### src/rtl/tone_sequencer_if.sv
// Control/status bundle between the top-level pins and the tone sequencer.
// The master side drives playback controls, the slave side returns the DAC duty and status.
interface tone_sequencer_if #(
    parameter int unsigned N = 8
) ();
    logic         start;
    logic         stop;
    logic         loop_en;
    logic [N-1:0] volume;
    logic [N-1:0] t_on;
    logic         busy;
    logic [2:0]   note_idx;
    logic         done;

    modport master (
        output start, stop, loop_en, volume,
        input  t_on, busy, note_idx, done
    );

    modport slave (
        input  start, stop, loop_en, volume,
        output t_on, busy, note_idx, done
    );
endinterface

### src/rtl/tone_sequencer.sv
// Plays a fixed 8-note square-wave melody into the PWM DAC duty input.
// Duty only changes right after a PWM frame boundary, except on stop.
module tone_sequencer #(
    parameter int unsigned N         = 8,
    parameter int unsigned DUR_SHIFT = 4
) (
    input logic             clk,
    input logic             reset,
    tone_sequencer_if.slave bus
);
    localparam int unsigned DW = 6 + DUR_SHIFT;

    typedef enum logic [1:0] {StIdle, StArm, StPlay} state_e;

    function automatic logic [3:0] note_p(input logic [2:0] i);
        case (i)
            3'd0, 3'd1: note_p = 4'd4;
            3'd2:       note_p = 4'd3;
            3'd3:       note_p = 4'd0;
            3'd4:       note_p = 4'd5;
            3'd5:       note_p = 4'd2;
            3'd6:       note_p = 4'd6;
            default:    note_p = 4'd1;
        endcase
    endfunction

    function automatic logic [5:0] note_d(input logic [2:0] i);
        case (i)
            3'd0, 3'd1, 3'd2, 3'd6: note_d = 6'd16;
            3'd4:                   note_d = 6'd32;
            default:                note_d = 6'd8;
        endcase
    endfunction

    state_e        state_q, state_d;
    logic [N-1:0]  fcnt_q;
    logic [2:0]    idx_q, idx_d;
    logic          phase_q, phase_d;
    logic [3:0]    hcnt_q, hcnt_d;
    logic [DW-1:0] dcnt_q, dcnt_d;
    logic [N-1:0]  t_on_q, t_on_d;
    logic          done_q, done_d;

    logic          frame_end;
    logic          do_load;
    logic [2:0]    load_idx;
    logic          phase_new;
    logic [3:0]    p_cur;

    // Shares the DAC's reset, so both counters stay frame-aligned.
    assign frame_end = (fcnt_q == {N{1'b1}});
    assign p_cur     = note_p(idx_q);

    always_comb begin
        state_d   = state_q;
        idx_d     = idx_q;
        phase_d   = phase_q;
        hcnt_d    = hcnt_q;
        dcnt_d    = dcnt_q;
        t_on_d    = t_on_q;
        done_d    = 1'b0;
        do_load   = 1'b0;
        load_idx  = 3'd0;
        phase_new = phase_q;

        if (bus.stop) begin
            state_d = StIdle;
            t_on_d  = '0;
            idx_d   = 3'd0;
        end else begin
            case (state_q)
                StIdle: begin
                    t_on_d = '0;
                    if (bus.start) begin
                        state_d = StArm;
                        idx_d   = 3'd0;
                    end
                end
                StArm: begin
                    if (frame_end) begin
                        do_load = 1'b1;
                        state_d = StPlay;
                    end
                end
                StPlay: begin
                    if (frame_end) begin
                        if (dcnt_q == '0) begin
                            if (idx_q != 3'd7) begin
                                do_load  = 1'b1;
                                load_idx = idx_q + 3'd1;
                            end else if (bus.loop_en) begin
                                do_load = 1'b1;
                            end else begin
                                state_d = StIdle;
                                t_on_d  = '0;
                                done_d  = 1'b1;
                                idx_d   = 3'd0;
                            end
                        end else begin
                            dcnt_d = dcnt_q - DW'(1);
                            if (hcnt_q == 4'd0) begin
                                phase_new = ~phase_q;
                                hcnt_d    = p_cur - 4'd1;
                            end else begin
                                hcnt_d = hcnt_q - 4'd1;
                            end
                            phase_d = phase_new;
                            t_on_d  = (p_cur != 4'd0 && phase_new) ? bus.volume : '0;
                        end
                    end
                end
                default: state_d = StIdle;
            endcase
        end

        // A rest (P=0) wraps hcnt to 15, harmless because its duty is forced to zero.
        if (do_load) begin
            idx_d   = load_idx;
            phase_d = 1'b1;
            hcnt_d  = note_p(load_idx) - 4'd1;
            dcnt_d  = (DW'(note_d(load_idx)) << DUR_SHIFT) - DW'(1);
            t_on_d  = (note_p(load_idx) != 4'd0) ? bus.volume : '0;
        end
    end

    always_ff @(posedge clk) begin
        if (reset) begin
            state_q <= StIdle;
            fcnt_q  <= '0;
            idx_q   <= 3'd0;
            phase_q <= 1'b0;
            hcnt_q  <= 4'd0;
            dcnt_q  <= '0;
            t_on_q  <= '0;
            done_q  <= 1'b0;
        end else begin
            state_q <= state_d;
            fcnt_q  <= fcnt_q + N'(1);
            idx_q   <= idx_d;
            phase_q <= phase_d;
            hcnt_q  <= hcnt_d;
            dcnt_q  <= dcnt_d;
            t_on_q  <= t_on_d;
            done_q  <= done_d;
        end
    end

    assign bus.t_on     = t_on_q;
    assign bus.busy     = (state_q != StIdle);
    assign bus.note_idx = idx_q;
    assign bus.done     = done_q;
endmodule

### src/flat_wrapper.sv
// flat-port wrapper written by rule: the top's interface ports become plain ports
module tone_sequencer_flat 
#(
    parameter int unsigned N         = 8,
    parameter int unsigned DUR_SHIFT = 4
)
  (clk, reset, bus_start, bus_stop, bus_loop_en, bus_volume, bus_t_on, bus_busy, bus_note_idx, bus_done);
  tone_sequencer_if #(.N(N)) bus_i ();
  input logic clk;
  input logic reset;
  input wire logic [$bits(bus_i.start)-1:0] bus_start;
  input wire logic [$bits(bus_i.stop)-1:0] bus_stop;
  input wire logic [$bits(bus_i.loop_en)-1:0] bus_loop_en;
  input wire logic [$bits(bus_i.volume)-1:0] bus_volume;
  output wire logic [$bits(bus_i.t_on)-1:0] bus_t_on;
  output wire logic [$bits(bus_i.busy)-1:0] bus_busy;
  output wire logic [$bits(bus_i.note_idx)-1:0] bus_note_idx;
  output wire logic [$bits(bus_i.done)-1:0] bus_done;
  assign bus_i.start = bus_start;
  assign bus_i.stop = bus_stop;
  assign bus_i.loop_en = bus_loop_en;
  assign bus_i.volume = bus_volume;
  assign bus_t_on = bus_i.t_on;
  assign bus_busy = bus_i.busy;
  assign bus_note_idx = bus_i.note_idx;
  assign bus_done = bus_i.done;
  tone_sequencer #(.N(N), .DUR_SHIFT(DUR_SHIFT)) u_core (.clk(clk), .reset(reset), .bus(bus_i));
endmodule
### config.mk
export PLATFORM = sky130hd
export DESIGN_NAME = tone_sequencer_flat
export DESIGN_NICKNAME = d
export VERILOG_FILES = /design/src/rtl/tone_sequencer_if.sv /design/src/rtl/tone_sequencer.sv /design/src/flat_wrapper.sv
export SDC_FILE = /design/constraint.sdc
export NUM_CORES = 1
export LEC_CHECK = 0
export CORE_AREA = 2 2 74 76
export DETAILED_ROUTE_END_ITERATION = 8
export DIE_AREA = 0 0 76 78
export PLACE_DENSITY = 0.65
export SYNTH_ARGS = -nofsm -noshare
export SYNTH_HDL_FRONTEND = slang
export SYNTH_SLANG_ARGS = --single-unit
### constraint.sdc
create_clock -name clk -period 7.9 [get_ports clk]
set_input_delay 1.58 -clock clk [delete_from_list [all_inputs] [get_ports clk]]
set_output_delay 1.58 -clock clk [all_outputs]
set_load 0.1 [all_outputs]
==> results.tsv, run 1 <==
metric	value	unit
fin. max-slew vios	0	
Ports	26	
Vias	1906	
Hold-fix buffers, CTS	0	
worst hold path type	reg2reg	
num rows	26	
Setup CP Type	in2reg	
n_diodes	0	
Synth area leader	dfxtp_1	
# nets final	301	
htree depth	2	
top post-synthesis cells by count	dfxtp_1, nor2_1, a21oi_1, ha_1, nand2_1	
yosys warns	0	
worst rel slew slack	34.6	%
Netlist cell types	53	
crit path DAT	4080	ps
post-route ant nets	0	
synthesized flop and latch total	37	
die area	5930	µm²
Num CTS Buffers	5	
CP Capture Type	register	
DRC violations left	0	
flop2flop setup slack	4630	ps
Worst-Margin Slew	977	ps
most frequent cell after synthesis	dfxtp_1	
crit path max fanout	12	
area of the core	5040	µm²
initial DRC count	131	
setup_tns	0	ps
DP Cell Count	338	
largest net degree at the start of global routing	33	
Post-CTS Setup Bufs	0	
routed wire length	4.79	mm
worst path required time	8100	ps
RSZ-0062 raised after global routing	false	
I/O Buffers	25	
Die X-Extent	76	µm
Die Y-Extent	78	µm
Pre-Repair DR Iteration Count	4	
root buf cell	clkbuf_8	
Filler cells	480	
Initial Util	43.2	%
layout cells sized above 1	7.61	%
clock latency on the worst-skew pair	290	ps
Synth Cell Area	2180	µm²
CP max stage cell	clkdlybuf4s50_1	
average size of a mapped cell	8.70	µm²
DR WL/cell	13.9	µm
CTS resizes	0	
Lkg Pwr	0.000985	µW
ys async rst share	0	%
CTS Sinks	37	
Max VDD drop	0.0000806	V
f_max	0.258	GHz
CTS max path bufs	2	
Tcrit/Tclk final	49.1	%
vias in the first global route	1797	
GP Congestion	0.885	
Tot GR Track Use	17.2	%
commonest register cell after synthesis	dfxtp_1	
Layout Skew	8.89	ps
CTS clk-pin slew, worst paths	70	ps
Max Cap Viol	0	
Synth Instances	250	
DPL Wire Length	3.47	mm
PwrDens	150	nW/µm²
Post-Layout Cell Count	346	
Startpoint Class	input pin	
post-synth top area share	34.0	%
sequential area share after synthesis	34.0	%
number of synthesized flops with an enable pin	0	
first-pass GRT wire length	8.26	mm
syn nets	276	
area delta synth->final	20.1	%
Hold Fails Final Rpt	0	
crit path cell chain	clkdlybuf4s50_1 -> nor2_1 -> nand2_1 -> o21ai_0 -> inv_1 -> ha_1 -> or3_1 -> a311oi_2	
antenna violations before repair	0	
Setup-failing EPs final	0	
largest cells by area after synthesis	dfxtp_1, ha_1, xor2_1, nor2_1, a21oi_1	
outcome	finished, final reports clean	
CTS tree	built	
grt ovf	0	
delay of the slowest critical-path stage	630	ps
Via density	5.51	
fin crit period	3880	ps
[metrics by stage]
stage / worst slack, ps / util (%) / hold slack (ps) / total power, µW / cell area, µm²
final: 4020 / 51.8 / 465 / 393 / 2610
after floorplan: 4510 / - / 430 / 213 / 2180
after CTS: 4040 / 51.8 / 468 / 397 / 2610
after detailed placement: 3750 / 49.4 / 455 / 224 / 2490
after global placement: 3840 / 49.4 / 442 / 224 / 2490
after global routing: 3710 / 51.8 / 503 / 407 / 2610
[worst paths after layout]
path,from,endpoint,depth (start not counted)
max,bus_stop,u_core.hcnt_q[2],8
min,u_core.fcnt_q[0],u_core.fcnt_q[0],1
max reg2reg,u_core.dcnt_q[0],u_core.hcnt_q[2],11
min reg2reg,u_core.fcnt_q[0],u_core.fcnt_q[0],1
[final cells by class]
type,count,area (µm²),area share (%)
Inverter,11,41.3,1.58
Timing Repair Buffer,27,265,10.2
Tap cell,70,87.6,3.35
Sequential cell,37,741,28.4
Multi-Input combinational cell,193,1360,52.0
Clock inverter,2,37.5,1.44
Clock buffer,6,82.6,3.16
[power breakdown]
group	switching [µW]	internal (µW)	leakage, µW
combinational	16.5	13.6	0.000629
sequential	1.65	188	0.000299
clock	70.0	103	0.0000574
[state kept, by name, indices dropped and copies added, names as in the netlist]
register,cells
u_core.hcnt_q,4
u_core.bus.note_idx,3
u_core.bus.t_on,8
u_core.fcnt_q,8
u_core.dcnt_q,10
u_core.bus.done,1
u_core.state_q,2
u_core.phase_q,1
[critical path: cells and delay by family]
family	cells	cell delay, ps
and+or+nand+nor	3	990
AOI/OAI and AO/OA	2	590
buffers and inverters	2	710
adders and majority gates	1	200
[metal layers]
layer / vias to the layer above / routed length [µm] / global-route usage, % / part of all wire, %
met5: - / 0 / 0 / 0
met4: 0 / 111 / 7.27 / 2.3
met2: 54 / 2040 / 27.1 / 42
met3: 11 / 255 / 3.14 / 5.3
met1: 871 / 2390 / 23.1 / 50
li1: 970 / - / - / -
[placed cells by master (no fill, tap or decap), types with 3 or more instances in the layout]
cell / count
a22o_1: 8
nor3_1: 10
nor4_1: 4
a21oi_1: 17
nand2b_1: 3
clkdlybuf4s50_1: 25
clkbuf_8: 6
nand4b_1: 3
nor2b_1: 6
mux2i_1: 6
dfxtp_1: 37
xor2_1: 11
nand4_1: 4
and3_1: 3
nand3_1: 9
nand2_1: 12
nor2_1: 25
inv_1: 11
a211oi_1: 6
or3_1: 5
a21o_1: 5
o21ai_0: 6
xnor2_1: 4
ha_1: 13
[logic make-up (layout without fill, tap and decap cells)]
logic type               count (synthesis)  after routing  synth area share, %
XOR/XNOR                                15             15                 6.04
multiplexers                             6              6                 2.76
flip-flops                              37             37                 34.0
adder cells (fa/ha/maj)                 13             13                 7.48
AO/OA/AOI/OAI                           63             63                 21.9
buffers and inverters                   20             46                 3.57
AND/OR/NAND/NOR                         96             96                 24.2
Power figures use the tool's default switching activity.
==> run 2: changes to the inputs <==
==> constraint.sdc (replaced) <==
create_clock -name clk -period 3.8 [get_ports clk]
set_input_delay 0.76 -clock clk [delete_from_list [all_inputs] [get_ports clk]]
set_output_delay 0.76 -clock clk [all_outputs]
set_load 0.1 [all_outputs]
==> results.tsv, run 2 (synthesis gave the netlist of run 1 again) <==
metric	value	unit
Pre-Repair DR Iteration Count	4	
GP Congestion	0.846	
Setup CP Type	reg2reg	
Hold Fails Final Rpt	0	
CTS clk-pin slew, worst paths	80	ps
Max Cap Viol	0	
hold slack final	472	ps
number of flip-flops in the largest register	10	
Ports	26	
layout cells sized above 1	8.63	%
R2R Path Start	u_core.dcnt_q[0]	
DR WL/cell	13.9	µm
hold path startpoint	u_core.fcnt_q[0]	
Tcrit/Tclk final	85.9	%
outcome	finished, final reports clean	
worst path required time	4000	ps
CP max stage cell	or3b_2	
root buf cell	clkbuf_8	
vias in the first global route	1828	
Post-CTS Setup Bufs	0	
RSZ-0062 raised after global routing	false	
largest net degree at the start of global routing	33	
num rows	26	
DRC violations left	0	
area of the core	5040	µm²
Tot GR Track Use	17.4	%
Startpoint Class	register	
Worst-Margin Slew	980	ps
Initial Util	43.2	%
Lkg Pwr	0.00101	µW
CTS resizes	0	
post-route ant nets	0	
CTS Sinks	37	
fin. max-slew vios	0	
fin crit period	3270	ps
I/O Buffers	25	
Hold-fix buffers, CTS	0	
Post-Layout Cell Count	348	
antenna violations before repair	0	
DP Cell Count	340	
grt ovf	0	
r2r endpoint	u_core.hcnt_q[2]	
Setup-failing EPs final	0	
flop2flop setup slack	530	ps
first-pass GRT wire length	8.38	mm
most common cell after layout, fill and taps aside	dfxtp_1	
clock latency on the worst-skew pair	290	ps
worst hold path type	reg2reg	
f_max	0.306	GHz
Vias	1913	
Top reg by flops	u_core.dcnt_q	
delay of the slowest critical-path stage	520	ps
initial DRC count	179	
routed wire length	4.83	mm
Max VDD drop	0.000163	V
# nets final	303	
Num CTS Buffers	5	
Layout Skew	11.5	ps
PwrDens	328	nW/µm²
FF-to-FF path depth	11	
worst rel slew slack	34.5	%
setup_tns	0	ps
n_diodes	0	
die area	5930	µm²
hold depth	1	
Filler cells	465	
crit path DAT	3460	ps
crit path cell chain	inv_1 -> ha_1 -> or3b_2 -> or3_1 -> nor3_1 -> nand2_1 -> o21ai_0 -> inv_1 -> ha_1 -> or3_1 -> a311oi_2	
power after layout	864	µW
CP Capture Type	register	
CTS max path bufs	2	
hold endpoint	u_core.fcnt_q[0]	
htree depth	2	
commonest cells after routing, fill and taps aside	dfxtp_1, nor2_1, clkdlybuf4s50_1, a21oi_1, ha_1	
Via density	5.50	
DPL Wire Length	3.48	mm
Die Y-Extent	78	µm
Die X-Extent	76	µm
CTS tree	built	
crit path max fanout	5	
area delta synth->final	21.3	%
## run 2: report_power, final
part / leakage (µW) / switching (µW) / internal [µW]
sequential: 0.000299 / 3.41 / 391
combinational: 0.000640 / 34.6 / 28.6
clock: 0.0000681 / 146 / 261
total: 0.00101 / 184 / 680
## run 2: layout make-up
class | instances | area [µm²] | share of cell area (%)
multi-input cells | 193 | 1360 | 51.4
flip-flops and latches | 37 | 741 | 28.1
repair buffers | 29 | 278 | 10.5
well taps | 70 | 87.6 | 3.32
clock buffers | 5 | 68.8 | 2.61
clock inverters | 3 | 65.1 | 2.47
inverters | 11 | 41.3 | 1.56
## run 2: worst max-delay path, delay by kind of cell (launching register included)
family	cells	cell delay [ps]
compound gates	2	510
flops	1	340
buf+inv	2	140
simple gates	5	1770
fa+ha+maj	2	430
## run 2: per-stage QoR
step / setup WS (ps) / util [%] / instance area, µm²
global placement: 657 / 49.7 / 2500
floorplan: 489 / - / 2180
global route: 181 / 52.3 / 2640
detailed placement: 576 / 49.7 / 2500
finish: 535 / 52.3 / 2640
CTS: 561 / 52.3 / 2640
## run 2: how the worst max path moves through the flow
stage                                       from                to  slack (ps)  cells past startpoint
after floorplan           u_core.bus.note_idx[0]  u_core.hcnt_q[2]         490                     11
after global placement          u_core.dcnt_q[0]  u_core.hcnt_q[2]         660                     11
after detailed placement        u_core.dcnt_q[0]  u_core.hcnt_q[2]         580                     11
after CTS                       u_core.dcnt_q[0]  u_core.hcnt_q[2]         560                     11
after global routing            u_core.dcnt_q[0]  u_core.hcnt_q[2]         180                     11
final                           u_core.dcnt_q[0]  u_core.hcnt_q[2]         530                     11
## run 2: routing by layer
metal  part of all wire [%]  vias up  global-route usage [%]
li1                       -      979                       -
met1                     49      874                    22.7
met2                     44       53                    28.4
met3                    5.4        7                    3.95
met4                    1.4        0                    6.00
met5                      0        -                       0
==> run 3: changes to the inputs <==
--- a/config.mk
+++ b/config.mk
@@ -5,9 +5,9 @@
 export SDC_FILE = /design/constraint.sdc
 export NUM_CORES = 1
 export LEC_CHECK = 0
-export CORE_AREA = 2 2 74 76
+export CORE_AREA = 5 5 77 79
 export DETAILED_ROUTE_END_ITERATION = 8
-export DIE_AREA = 0 0 76 78
+export DIE_AREA = 0 0 82 84
 export PLACE_DENSITY = 0.65
 export SYNTH_ARGS = -nofsm -noshare
 export SYNTH_HDL_FRONTEND = slang
==> results.tsv, run 3 (synthesis gave the netlist of run 1 again) <==
metric	value	unit
setup_tns	0	ps
CP Capture Type	register	
post-route ant nets	0	
Setup-failing EPs final	0	
number of flip-flops in the largest register	10	
# nets final	303	
fin. max-slew vios	0	
antenna violations before repair	0	
crit path max fanout	5	
crit path DAT	3490	ps
clock latency on the worst-skew pair	290	ps
worst hold path type	reg2reg	
largest net degree at the start of global routing	32	
initial DRC count	168	
DRC violations left	0	
f_max	0.305	GHz
Tot GR Track Use	15.5	%
Tcrit/Tclk final	86.2	%
worst rel slew slack	34.7	%
Num CTS Buffers	5	
CTS clk-pin slew, worst paths	80	ps
met3 wire len	327	µm
CTS tree	built	
most common cell after layout, fill and taps aside	dfxtp_1	
commonest cells after routing, fill and taps aside	dfxtp_1, nor2_1, clkdlybuf4s50_1, a21oi_1, ha_1	
layout cells sized above 1	8.63	%
RSZ-0062 raised after global routing	false	
DPL Wire Length	3.68	mm
CTS Sinks	37	
area delta synth->final	19.2	%
power share of the sequential group	54.2	%
worst path required time	4010	ps
Max Used Layer	met4	
Die Y-Extent	84	µm
Startpoint Class	register	
I/O Buffers	25	
Pre-Repair DR Iteration Count	4	
Logic pwr share	8.8	%
Via density	5.65	
die area	6890	µm²
Worst-Margin Slew	977	ps
outcome	finished, final reports clean	
power after layout	729	µW
CTS resizes	0	
htree depth	2	
Lkg Pwr	0.000982	µW
grt ovf	0	
vias in the first global route	1833	
routed wl met2	2.26	mm
Max VDD drop	0.000199	V
Top reg by flops	u_core.dcnt_q	
Hold-fix buffers, CTS	0	
Die X-Extent	82	µm
area of the core	5270	µm²
Hold Fails Final Rpt	0	
GP Congestion	0.896	
Vias	1979	
num rows	27	
Net Sw Frac	25.0	%
Layout Skew	10.0	ps
Max Cap Viol	0	
P_sw	182	µW
Post-CTS Setup Bufs	0	
WL met1	2.32	mm
fin crit period	3280	ps
DR WL/cell	14.2	µm
CTS max path bufs	2	
n_diodes	0	
internal power	546	µW
Clock Power Share	37.0	%
first-pass GRT wire length	8.58	mm
PwrDens	281	nW/µm²
Ports	26	
routed wire length	4.99	mm
Setup CP Type	reg2reg	
Initial Util	41.3	%
root buf cell	clkbuf_8	
[run 3: changes by cell type in the layout (fill, tap and decap cells not counted)]
cell        delta
clkinv_2       +1
clkinvlp_4     +1
bufinv_16      -2
[run 3: path summary, 6_finish.rpt]
check | startpoint | endpoint | slack [ps] | depth (start not counted)
max | u_core.dcnt_q[0] | u_core.hcnt_q[2] | 520 | 11
min | u_core.fcnt_q[0] | u_core.fcnt_q[0] | 470 | 1
min reg2reg | u_core.fcnt_q[0] | u_core.fcnt_q[0] | 470 | 1
max reg2reg | u_core.dcnt_q[0] | u_core.hcnt_q[2] | 520 | 11
[run 3: layout make-up]
| cell class | count | area, µm² |
|---|---|---|
| fill | 539 | 2680 |
| multi-input combinational | 193 | 1360 |
| sequential | 37 | 741 |
| timing repair buffer | 29 | 278 |
| tap | 72 | 90.1 |
| clock buffer | 5 | 68.8 |
| inverter | 11 | 41.3 |
| clock inverter | 3 | 17.5 |
[run 3: through the flow]
| step | worst slack [ps] | utilization (%) | std cells | hold slack, ps | area, µm² |
|---|---|---|---|---|---|
| after floorplan | 489 | - | 250 | 430 | 2180 |
| after global placement | 665 | 47.6 | 342 | 447 | 2510 |
| after detailed placement | 583 | 47.6 | 342 | 455 | 2510 |
| after CTS | 545 | 49.2 | 350 | 473 | 2590 |
| after global routing | 290 | 49.2 | 350 | 490 | 2590 |
| final | 524 | 49.2 | 350 | 469 | 2590 |
[run 3: critical path: stages, from the launching register on]
cell,delay (ps)
dfxtp_1,340
inv_1,70
ha_1,210
or3b_2,530
or3_1,420
nor3_1,310
nand2_1,120
o21ai_0,300
inv_1,80
ha_1,210
or3_1,380
a311oi_2,230
[run 3: metal layers]
| layer | up-vias | track usage [%] |
|---|---|---|
| li1 | 978 | - |
| met1 | 932 | 20.7 |
| met2 | 64 | 24.0 |
| met3 | 5 | 4.10 |
| met4 | 0 | 4.53 |
| met5 | - | 0 |
[run 3: power by group through the flow]
stage               Clock (µW)  Combinational, µW  Sequential (µW)
finish                     270               64.1              395
CTS                        276               64.3              395
floorplan                    0               40.6              403
detailed placement           0               63.7              404
global route               296               69.7              395
global placement             0               63.2              403
